==> src/rtl/miriscv_lsu_gnt_if.sv <==
// Data-memory bus between the load/store unit and memory.
// The LSU drives the request (data_req_o, data_we_o, data_be_o, data_addr_o,
// data_wdata_o); memory answers with data_gnt_i in the request cycle and with
// data_rvalid_i / data_rdata_i when a load response returns.
//   master : LSU side
//   slave  : memory side
interface miriscv_lsu_gnt_if #(
  parameter int XLEN = 32
);
  logic              data_req_o;
  logic              data_gnt_i;
  logic              data_rvalid_i;
  logic [XLEN-1:0]   data_rdata_i;
  logic              data_we_o;
  logic [XLEN/8-1:0] data_be_o;
  logic [XLEN-1:0]   data_addr_o;
  logic [XLEN-1:0]   data_wdata_o;

  modport master (
    output data_req_o, data_we_o, data_be_o, data_addr_o, data_wdata_o,
    input  data_gnt_i, data_rvalid_i, data_rdata_i
  );

  modport slave (
    input  data_req_o, data_we_o, data_be_o, data_addr_o, data_wdata_o,
    output data_gnt_i, data_rvalid_i, data_rdata_i
  );
endinterface

==> src/rtl/miriscv_lsu_gnt.sv <==
// Load/store unit with a req/gnt + rvalid memory handshake.
// Issues one access at a time, stalls the pipeline while a request waits for
// grant or a load waits for its response, formats store lanes and load results,
// and flags misaligned/illegal accesses. A load squashed while outstanding is
// drained so its late response is never delivered.
// Ports:
//   clk_i, rst_n       clock, synchronous active-low reset
//   mem                data-memory bus (master modport)
//   lsu_req_i          pipeline access request
//   lsu_kill_i         squash the current access
//   lsu_we_i           1 = store, 0 = load
//   lsu_size_i         [1:0] byte/half/word/double, [2] unsigned load
//   lsu_addr_i         byte address
//   lsu_data_i         store data (right-aligned)
//   lsu_data_o         formatted load result (valid in the rvalid cycle)
//   lsu_stall_o        pipeline must hold the current request
//   lsu_misalign_o     misaligned or illegal access
module miriscv_lsu_gnt #(
  parameter int XLEN         = 32,
  parameter int MEM_ACCESS_W = 3
) (
  input  logic                    clk_i,
  input  logic                    rst_n,
  miriscv_lsu_gnt_if.master       mem,
  input  logic                    lsu_req_i,
  input  logic                    lsu_kill_i,
  input  logic                    lsu_we_i,
  input  logic [MEM_ACCESS_W-1:0] lsu_size_i,
  input  logic [XLEN-1:0]         lsu_addr_i,
  input  logic [XLEN-1:0]         lsu_data_i,
  output logic [XLEN-1:0]         lsu_data_o,
  output logic                    lsu_stall_o,
  output logic                    lsu_misalign_o
);

  localparam int BE_W  = XLEN / 8;
  localparam int OFF_W = $clog2(BE_W);

  typedef enum logic [1:0] {
    S_IDLE,
    S_WAIT_RVALID,
    S_DRAIN
  } state_t;

  state_t                  state;
  state_t                  state_next;
  logic [OFF_W-1:0]        off_p1;
  logic [MEM_ACCESS_W-1:0] size_p1;
  logic                    misaligned;
  logic                    req_live;
  logic                    issue;
  logic                    load_grant;

  // Byte-enable pattern of an access before it is shifted into place.
  function automatic logic [BE_W-1:0] be_mask(input logic [1:0] sz);
    case (sz)
      2'd0:    be_mask = BE_W'(1);
      2'd1:    be_mask = BE_W'(3);
      2'd2:    be_mask = BE_W'(15);
      default: be_mask = '1;
    endcase
  endfunction

  // Replicate the store operand into every lane so memory can pick any one.
  function automatic logic [XLEN-1:0] store_lanes(input logic [1:0]      sz,
                                                  input logic [XLEN-1:0] d);
    case (sz)
      2'd0:    store_lanes = {BE_W{d[7:0]}};
      2'd1:    store_lanes = {(XLEN/16){d[15:0]}};
      2'd2:    store_lanes = {(XLEN/32){d[31:0]}};
      default: store_lanes = d;
    endcase
  endfunction

  // Pull the addressed lane down to bit 0, then sign- or zero-extend.
  function automatic logic [XLEN-1:0] load_format(input logic [MEM_ACCESS_W-1:0] sz,
                                                  input logic [OFF_W-1:0]        off,
                                                  input logic [XLEN-1:0]         rd);
    logic        [XLEN-1:0] lane;
    logic signed [7:0]      lane_b;
    logic signed [15:0]     lane_h;
    logic signed [31:0]     lane_w;
    lane   = rd >> {off, 3'b000};
    lane_b = lane[7:0];
    lane_h = lane[15:0];
    lane_w = lane[31:0];
    case (sz[1:0])
      2'd0: begin
        if (sz[2]) load_format = XLEN'(lane[7:0]);
        else       load_format = XLEN'(lane_b);
      end
      2'd1: begin
        if (sz[2]) load_format = XLEN'(lane[15:0]);
        else       load_format = XLEN'(lane_h);
      end
      2'd2: begin
        if (sz[2]) load_format = XLEN'(lane[31:0]);
        else       load_format = XLEN'(lane_w);
      end
      default: load_format = lane;
    endcase
  endfunction

  // A double access does not exist on a 32-bit core, so it is reported
  // through the same misalignment path.
  always_comb begin
    case (lsu_size_i[1:0])
      2'd0:    misaligned = 1'b0;
      2'd1:    misaligned = lsu_addr_i[0];
      2'd2:    misaligned = |lsu_addr_i[1:0];
      default: misaligned = (XLEN == 32) ? 1'b1 : |lsu_addr_i[2:0];
    endcase
  end

  assign req_live       = lsu_req_i & ~lsu_kill_i;
  assign lsu_misalign_o = req_live & misaligned;
  assign issue          = req_live & ~misaligned & (state == S_IDLE);

  assign mem.data_req_o   = issue;
  assign mem.data_we_o    = lsu_we_i;
  assign mem.data_addr_o  = lsu_addr_i;
  assign mem.data_be_o    = issue ? (be_mask(lsu_size_i[1:0]) << lsu_addr_i[OFF_W-1:0])
                                  : '0;
  assign mem.data_wdata_o = store_lanes(lsu_size_i[1:0], lsu_data_i);

  assign lsu_data_o = load_format(size_p1, off_p1, mem.data_rdata_i);

  always_comb begin
    state_next  = state;
    lsu_stall_o = 1'b0;
    load_grant  = 1'b0;
    case (state)
      S_IDLE: begin
        if (issue) begin
          if (!mem.data_gnt_i) begin
            lsu_stall_o = 1'b1;
          end else if (!lsu_we_i) begin
            // Stores retire on grant; loads wait for their response.
            lsu_stall_o = 1'b1;
            load_grant  = 1'b1;
            state_next  = S_WAIT_RVALID;
          end
        end
      end
      S_WAIT_RVALID: begin
        if (lsu_kill_i) begin
          state_next = mem.data_rvalid_i ? S_IDLE : S_DRAIN;
        end else if (mem.data_rvalid_i) begin
          state_next = S_IDLE;
        end else begin
          lsu_stall_o = 1'b1;
        end
      end
      S_DRAIN: begin
        // The squashed load's response is still owed; a new request must
        // wait until it has been swallowed.
        if (mem.data_rvalid_i) begin
          state_next = S_IDLE;
        end else begin
          lsu_stall_o = req_live;
        end
      end
      default: state_next = S_IDLE;
    endcase
  end

  // Stage boundary: FSM state and the lane info of the outstanding load.
  always_ff @(posedge clk_i) begin
    if (!rst_n) begin
      state   <= S_IDLE;
      off_p1  <= '0;
      size_p1 <= '0;
    end else begin
      state <= state_next;
      if (load_grant) begin
        off_p1  <= lsu_addr_i[OFF_W-1:0];
        size_p1 <= lsu_size_i;
      end
    end
  end

endmodule

==> src/flat_wrapper.sv <==
// flat-port wrapper written by rule: the top's interface ports become plain ports
module miriscv_lsu_gnt_flat 
#(
  parameter int XLEN         = 32,
  parameter int MEM_ACCESS_W = 3
)
  (clk_i, rst_n, lsu_req_i, lsu_kill_i, lsu_we_i, lsu_size_i, lsu_addr_i, lsu_data_i, lsu_data_o, lsu_stall_o, lsu_misalign_o, mem_data_req_o, mem_data_we_o, mem_data_be_o, mem_data_addr_o, mem_data_wdata_o, mem_data_gnt_i, mem_data_rvalid_i, mem_data_rdata_i);
  miriscv_lsu_gnt_if #(.XLEN(XLEN)) mem_i ();
  input  logic clk_i;
  input  logic rst_n;
  input  logic lsu_req_i;
  input  logic lsu_kill_i;
  input  logic lsu_we_i;
  input  logic [MEM_ACCESS_W-1:0] lsu_size_i;
  input  logic [XLEN-1:0] lsu_addr_i;
  input  logic [XLEN-1:0] lsu_data_i;
  output logic [XLEN-1:0] lsu_data_o;
  output logic lsu_stall_o;
  output logic lsu_misalign_o;
  output wire logic [$bits(mem_i.data_req_o)-1:0] mem_data_req_o;
  output wire logic [$bits(mem_i.data_we_o)-1:0] mem_data_we_o;
  output wire logic [$bits(mem_i.data_be_o)-1:0] mem_data_be_o;
  output wire logic [$bits(mem_i.data_addr_o)-1:0] mem_data_addr_o;
  output wire logic [$bits(mem_i.data_wdata_o)-1:0] mem_data_wdata_o;
  input wire logic [$bits(mem_i.data_gnt_i)-1:0] mem_data_gnt_i;
  input wire logic [$bits(mem_i.data_rvalid_i)-1:0] mem_data_rvalid_i;
  input wire logic [$bits(mem_i.data_rdata_i)-1:0] mem_data_rdata_i;
  assign mem_data_req_o = mem_i.data_req_o;
  assign mem_data_we_o = mem_i.data_we_o;
  assign mem_data_be_o = mem_i.data_be_o;
  assign mem_data_addr_o = mem_i.data_addr_o;
  assign mem_data_wdata_o = mem_i.data_wdata_o;
  assign mem_i.data_gnt_i = mem_data_gnt_i;
  assign mem_i.data_rvalid_i = mem_data_rvalid_i;
  assign mem_i.data_rdata_i = mem_data_rdata_i;
  miriscv_lsu_gnt #(.XLEN(XLEN), .MEM_ACCESS_W(MEM_ACCESS_W)) u_core (.clk_i(clk_i), .rst_n(rst_n), .mem(mem_i), .lsu_req_i(lsu_req_i), .lsu_kill_i(lsu_kill_i), .lsu_we_i(lsu_we_i), .lsu_size_i(lsu_size_i), .lsu_addr_i(lsu_addr_i), .lsu_data_i(lsu_data_i), .lsu_data_o(lsu_data_o), .lsu_stall_o(lsu_stall_o), .lsu_misalign_o(lsu_misalign_o));
endmodule
==> config.mk <==
export PLATFORM = sky130hd
export DESIGN_NAME = miriscv_lsu_gnt_flat
export DESIGN_NICKNAME = d
export VERILOG_FILES = /design/src/rtl/miriscv_lsu_gnt_if.sv /design/src/rtl/miriscv_lsu_gnt.sv /design/src/flat_wrapper.sv
export SDC_FILE = /design/constraint.sdc
export NUM_CORES = 1
export LEC_CHECK = 0
export ABC_CLOCK_PERIOD_IN_PS = 1800
export BUFFER_PORTS_ARGS = -buffer_cell sky130_fd_sc_hd__buf_4
export CAP_MARGIN = 20
export CORE_AREA = 2 2 82 84
export DETAILED_ROUTE_END_ITERATION = 6
export DIE_AREA = 0 0 84 86
export GPL_TIMING_DRIVEN = 0
export HOLD_SLACK_MARGIN = 0.03
export PLACE_DENSITY = 0.7
export SETUP_SLACK_MARGIN = 0.02
export SLEW_MARGIN = 5
export SYNTH_ARGS = -nofsm -noshare
export SYNTH_HDL_FRONTEND = slang
export SYNTH_SLANG_ARGS = --single-unit
==> constraint.sdc <==
create_clock -name clk_i -period 1.8 [get_ports clk_i]
set_input_delay 0 -clock clk_i [delete_from_list [all_inputs] [get_ports clk_i]]
set_output_delay 0 -clock clk_i [all_outputs]
set_load 0.02 [all_outputs]
==> flow_summary.ini, run 1 <==
[run_status]
outcome = finished, final reports clean

[setup_path]
critPathKind = reg -> out
critPathArrivalTime_ns = 1.70
reg2reg_slack_ns = 0.38
count_of_cells_along_the_worst_register_to_register_path = 5
slowest_delay_ns = 0.30
crit_path_frequent_cell = buf_6
startpoint_type = flip-flop
critical-path-slowest-cell = dfxtp_1
critical_path.max_fanout = 10
critical_path.reg2reg.startpoint = u_core.state[1]$_SDFFE_PN0P_
critical_path_required_ns = 1.80
worst_setup_path_end_kind = primary output
r2r-end = u_core.size_p1[1]$_SDFFE_PN0P_
path_cells = buf_6 > nand2b_4 > a311oi_2 > o211ai_2 > buf_6 > buf_6 > nand2_1 > buf_4

[power]
power.net_switching_w = 0.000504
power.density_nw_per_um2 = 382
p_sw_frac = 0.400
internal_power_consumption_w = 0.000757
power.share.sequential = 0.126
ir_worst_vdd_v = 0.000212
comb_power_share = 0.704
power.clock.fraction = 0.170
power.static_leakage_nw = 1.63

[cts]
clock_tree.htree_level_count = 1
tritoncts.num_buffers = 3
clkTransAtPathRegs_ns = 0.04
number_of_buffers_between_clock_root_and_the_deepest_sink = 2
clock_latency_ns = 0.22
cts.root.buffer_cell = clkbuf_8
tritoncts = built
cts.sink_count = 7

[timing]
finalCritPeriodShare = 0.944
worst-slew-pin-transition_ns = 0.442
max_slew_headroom_at_the_worst_pin = 0.705
setup_skew_ns = 0.00177
final.setup.tns_ns = 0
time_the_worst_path_needs_with_i_o_delays_and_setup_ns = 1.70
max_clock_freq_ghz = 0.589
final-setup-viol-count = 0
rsz_0062_raised_after_global_routing = no
hold_violations = 0
setup_slack_ns = 0.102
final_max_slew_viol_count = 0

[yosys]
mappedNetlistArea_um2 = 1780
yosysWarnings = 0
seq_area_frac_synth = 0.0787
yosys.area.top_type_share = 0.173
synth_seq_cells = 7
post-synth-top-area-cell = buf_4
synth.distinct_cells = 36
postSynthAreaPerCell_um2 = 7.04
post_synth_main_area_contributors = buf_4 (17%), mux2i_1 (16%), mux2_2 (10%)
syn-instance-count = 253
synth_fp_nets = 359

[die]
initial_core_util = 0.284
die_x_um = 84
count_of_pins_on_the_block_boundary = 210
total_die_area_um2 = 7220
fp.coreArea_um2 = 6280
num_rows = 29
die_h_um = 86

[cells_and_area]
post_route_non_filler_standard_cell_count = 514
fin_nets = 544
antenna-diode-count = 0
drive_above_1_share = 0.606
finalInstanceArea_um2 = 3300
area_growth_from_synthesis_to_final_layout_pct = 85.4
layout_filler_cell_count = 639

[place]
detailed_placement_hpwl_um = 6270
dp_worst_setup_slack_ns = 0.224
dpl.cell_count = 506
io_buffers = 176
dpl-instance-area_um2 = 3200
globalplace.congestion = 0.900

[global_routing]
first_pass_grt_wire_length_um = 11300
track_usage = 0.187
gr-total-overflow = 0
antenna_violations_before_repair = 0
grt_max_degree = 11
grt_pass1_vias = 2457

[detailed_routing]
vias_per_cell = 4.84
post-route-drc-count = 0
routed_wl_um = 7440
drtPass1Iterations = 4
first_iteration_detailed_routing_drc_count = 60
vias = 2486
route.detailed.wl_per_inst_um = 14.5
final_antenna_net_count = 0

[min_path]
worst_hold_path.endpoint = u_core.size_p1[0]$_SDFFE_PN0P_
hold-path-cell-count = 3
min_from = rst_n
worst_min_delay_path_category = in -> reg

[job]
maxCapViolCount = 0
## worst max-delay path, delay by kind of cell, from the launching register on
kind                   cells  cell delay, ns
AO/OA/AOI/OAI              2            0.40
buffers and inverters      4            0.55
flip-flops                 1            0.30
AND/OR/NAND/NOR            2            0.21
## how the worst max path moves through the flow
stage / from / endpoint / slack [ns] / cells past startpoint
2_1_floorplan: u_core.off_p1[1]$_SDFFE_PN0P_ / lsu_data_o[10] / 0.25 / 4
3_3_place_gp: u_core.size_p1[0]$_SDFFE_PN0P_ / lsu_data_o[13] / 0.21 / 4
3_5_place_dp: u_core.size_p1[0]$_SDFFE_PN0P_ / lsu_data_o[9] / 0.22 / 4
4_1_cts: u_core.off_p1[1]$_SDFFE_PN0P_ / lsu_data_o[29] / 0.02 / 6
5_1_grt: u_core.off_p1[0]$_SDFFE_PN0P_ / lsu_data_o[31] / 0.02 / 8
6_report: u_core.off_p1[0]$_SDFFE_PN0P_ / lsu_data_o[31] / 0.10 / 8
## sequential cells by signal, summed over array words and instances (netlist names)
signal / cells
u_core.off_p1: 2
u_core.size_p1: 3
u_core.state: 2
## cells in the final DEF (no fill, tap or decap), types with 2 or more instances in the layout
master	n
o21ai_2	2
nand2_1	30
nand3b_1	2
buf_4	218
nor2b_1	11
nor3_1	3
o21ai_1	6
o21ai_0	16
nand3_1	6
inv_1	2
dfxtp_1	7
mux2i_2	2
clkbuf_8	3
buf_6	3
mux2_2	16
nor2_1	20
a21oi_1	11
mux2i_1	27
clkbuf_1	5
dlygate4sd3_1	2
clkbuf_4	2
clkbuf_2	2
buf_2	8
a211oi_1	14
nor2_2	3
## through the flow
stage / hold slack, ns / utilization / power, W
floorplan: 0.0761 / - / 0.000621
global placement: 0.190 / 0.510 / 0.00103
detailed placement: 0.197 / 0.510 / 0.00104
CTS: 0.0540 / 0.522 / 0.00126
global route: 0.0616 / 0.526 / 0.00134
finish: 0.0585 / 0.526 / 0.00126
## Yosys cell counts, drive strengths merged
library cell / number
nand2b: 3
inv: 2
nor2b: 11
buf: 53
nor4b: 1
o21ai: 24
nand3b: 2
a21boi: 2
or3b: 1
a21oi: 11
clkbuf: 6
mux2i: 29
o32ai: 1
a31oi: 1
o211ai: 1
nor3b: 1
a211oi: 14
nand4: 1
nand3: 6
nor2: 23
or3: 1
nor3: 3
nand2: 30
dfxtp: 7
a311oi: 1
and2: 1
mux2: 16
xor2: 1
## layout make-up
type	instances	area, µm²	area share
flip-flops and latches	7	140	0.0424
multi-input cells	185	1240	0.377
repair buffers	180	1360	0.412
clock buffers	4	45.0	0.0136
well taps	77	96.3	0.0292
plain buffers	59	410	0.124
inverters	2	7.51	0.00227
## kinds of logic after synthesis
logic type      share of synthesized area
compound gates                      0.196
mux                                 0.264
buf+inv                             0.230
xor+xnor                          0.00492
simple gates                        0.226
flops                              0.0786
## per-layer routing
layer  wire, µm  track usage  vias to the layer above
met1       2680        0.193                     1111
met3        702       0.0318                        8
li1           -            -                     1216
met4         92       0.0484                        0
met5          0            0                        -
met2       3960        0.384                      151
## power by group through the flow
stage	registers, W	clock network, W	logic (W)
6_report	0.000159	0.000214	0.000887
2_1_floorplan	0.000161	0	0.000460
3_5_place_dp	0.000161	0	0.000876
4_1_cts	0.000159	0.000221	0.000884
5_1_grt	0.000159	0.000238	0.000943
3_3_place_gp	0.000161	0	0.000869
## timing repair
action / 4_1_cts / 5_1_grt
setup buffers: 1 / 1
pin swaps: 1 / 2
hold endpoints to repair: 2 / 0
setup endpoints to repair: 9 / 19
resized for setup: 2 / 8
hold buffers: 2 / 0
Note: power is estimated with default switching activity, not from simulation.
==> run 2, diff against run 1 <==
==> constraint.sdc (replaced) <==
create_clock -name clk_i -period 1.8 [get_ports clk_i]
set_input_delay 0.18 -clock clk_i [delete_from_list [all_inputs] [get_ports clk_i]]
set_output_delay 0.18 -clock clk_i [all_outputs]
set_load 0.02 [all_outputs]
==> flow_summary.ini, run 2 (synthesis results as in run 1) <==
[cells_and_area]
area_growth_from_synthesis_to_final_layout_pct = 94.0
regMostFlops = u_core.size_p1
drive_above_1_share = 0.647
commonest_non_fill_non_tap_cell_in_the_layout = buf_4
fin_nets = 546
layout_common_cells = buf_4 (210), nand2_1 (24), mux2i_1 (23)
largest_register_ff_count = 3
layout_top_registers = u_core.size_p1 x3, u_core.off_p1 x2, u_core.state x2
antenna-diode-count = 0

[setup_path]
critical_path_required_ns = 1.62
critPathKind = reg -> out
critical_path.max_fanout = 8
slowest_delay_ns = 0.32
count_of_cells_along_the_worst_register_to_register_path = 5
startpoint_type = flip-flop
critPathArrivalTime_ns = 1.69
path_cells = buf_8 > mux2i_4 > mux2i_1 > o211ai_2 > buf_6 > buf_6 > nand2_1 > buf_6
critical-path-slowest-cell = dfxtp_2
crit_path_frequent_cell = buf_6
worst_setup_path_end_kind = primary output

[timing]
setup_slack_ns = -0.0697
rsz_0062_raised_after_global_routing = yes
max_clock_freq_ghz = 0.535
finalCritPeriodShare = 1.04
worst-slew-pin-transition_ns = 0.443
final-setup-viol-count = 15
setup_skew_ns = 0.00140
max_slew_headroom_at_the_worst_pin = 0.704
hold_violations = 0
final_max_slew_viol_count = 0
time_the_worst_path_needs_with_i_o_delays_and_setup_ns = 1.87

[cts]
cts.root.buffer_cell = clkbuf_8
clock_tree.htree_level_count = 1
tritoncts.num_buffers = 3
tritoncts = built
clock_latency_ns = 0.22
postCtsHoldBufs = 0
clkTransAtPathRegs_ns = 0.04
cts.sink_count = 7
number_of_buffers_between_clock_root_and_the_deepest_sink = 2

[die]
num_rows = 29
die_x_um = 84
die_h_um = 86
total_die_area_um2 = 7220
initial_core_util = 0.284
count_of_pins_on_the_block_boundary = 210
fp.coreArea_um2 = 6280

[min_path]
worst_min_delay_path_category = in -> reg
hold-path-cell-count = 2

[place]
dp_worst_setup_slack_ns = 0.0445
io_buffers = 176
detailed_placement_hpwl_um = 6270
globalplace.congestion = 0.900

[global_routing]
grt_pass1_vias = 2509
track_usage = 0.189
first_pass_grt_wire_length_um = 11400
grt_max_degree = 11
gr-total-overflow = 0
antenna_violations_before_repair = 0

[detailed_routing]
final_antenna_net_count = 0
vias_per_cell = 4.84
post-route-drc-count = 0
first_iteration_detailed_routing_drc_count = 61
route.detailed.wl_per_inst_um = 14.6
routed_wl_um = 7540
vias = 2496
drtPass1Iterations = 4

[power]
comb_power_share = 0.714
power.density_nw_per_um2 = 377
internal_power_consumption_w = 0.000783
power.clock.fraction = 0.164
p_total_w = 0.00130
power.net_switching_w = 0.000519
p_sw_frac = 0.398
ir_worst_vdd_v = 0.000211
power.static_leakage_nw = 1.68
power.share.sequential = 0.122

[job]
maxCapViolCount = 0

[run_status]
outcome = finished with violations
violated_checks = setup timing
## run 2: cell types whose count changed in the layout (fill, tap and decap cells not counted), sizes merged
cell	delta
buf	+7
dlygate4sd3	-2
clkbuf	-3
## run 2: metal layers
| metal | global-route usage | share of wire |
|---|---|---|
| met1 | 0.194 | 0.36 |
| met2 | 0.389 | 0.54 |
| met3 | 0.0298 | 0.090 |
| met4 | 0.0543 | 0.016 |
| met5 | 0 | 0 |
## run 2: final cells by class
type | count | area, µm²
timing repair buffer | 182 | 1420
buffer | 59 | 425
sequential | 7 | 141
multi-input combinational | 185 | 1330
clock buffer | 4 | 45.0
fill | 608 | 2820
inverter | 2 | 7.51
tap | 77 | 96.3
## run 2: worst max-delay path, delay by kind of cell, from the launching register on
kind	cells	cell delay, ns
and+or+nand+nor	1	0.07
DFF	1	0.32
buffers and inverters	4	0.57
AOI/OAI and AO/OA	1	0.16
muxes	2	0.34
## run 2: stage by stage
| step | utilization | hold slack [ns] | cell area (µm²) | setup TNS, ns | cells |
|---|---|---|---|---|---|
| after CTS | 0.535 | 0.137 | 3360 | -0.367 | 514 |
| after global placement | 0.510 | 0.370 | 3200 | 0 | 506 |
| final | 0.551 | 0.148 | 3460 | -0.613 | 516 |
| after floorplan | - | 0.256 | 1780 | 0 | 253 |
| after detailed placement | 0.510 | 0.377 | 3200 | 0 | 506 |
| after global routing | 0.551 | 0.151 | 3460 | -2.25 | 516 |
## run 2: final timing paths
check | from | end | slack (ns)
worst max register to register | u_core.state[1]$_SDFFE_PN0P_ | u_core.size_p1[1]$_SDFFE_PN0P_ | 0.49
worst min-delay path | mem_data_rvalid_i | u_core.state[1]$_SDFFE_PN0P_ | 0.15
worst max-delay path | u_core.off_p1[0]$_SDFFE_PN0P_ | lsu_data_o[25] | -0.07
worst min register to register | u_core.size_p1[2]$_SDFFE_PN0P_ | u_core.size_p1[2]$_SDFFE_PN0P_ | 0.48
## run 2: power by group through the flow
stage | combinational [W] | sequential (W) | clock [W]
after floorplan | 0.000460 | 0.000161 | 0
after global placement | 0.000869 | 0.000161 | 0
after detailed placement | 0.000876 | 0.000161 | 0
after CTS | 0.000910 | 0.000159 | 0.000221
after global routing | 0.000984 | 0.000159 | 0.000238
final | 0.000929 | 0.000159 | 0.000214
## run 2: timing repair
action                                 in CTS  in global routing
endpoints found under the hold margin       0                  0
gates cloned                                1                  0
pin swaps                                   3                  1
setup endpoints to repair                  29                 28
resized for setup                          29                 20
buffers inserted                            3                  2
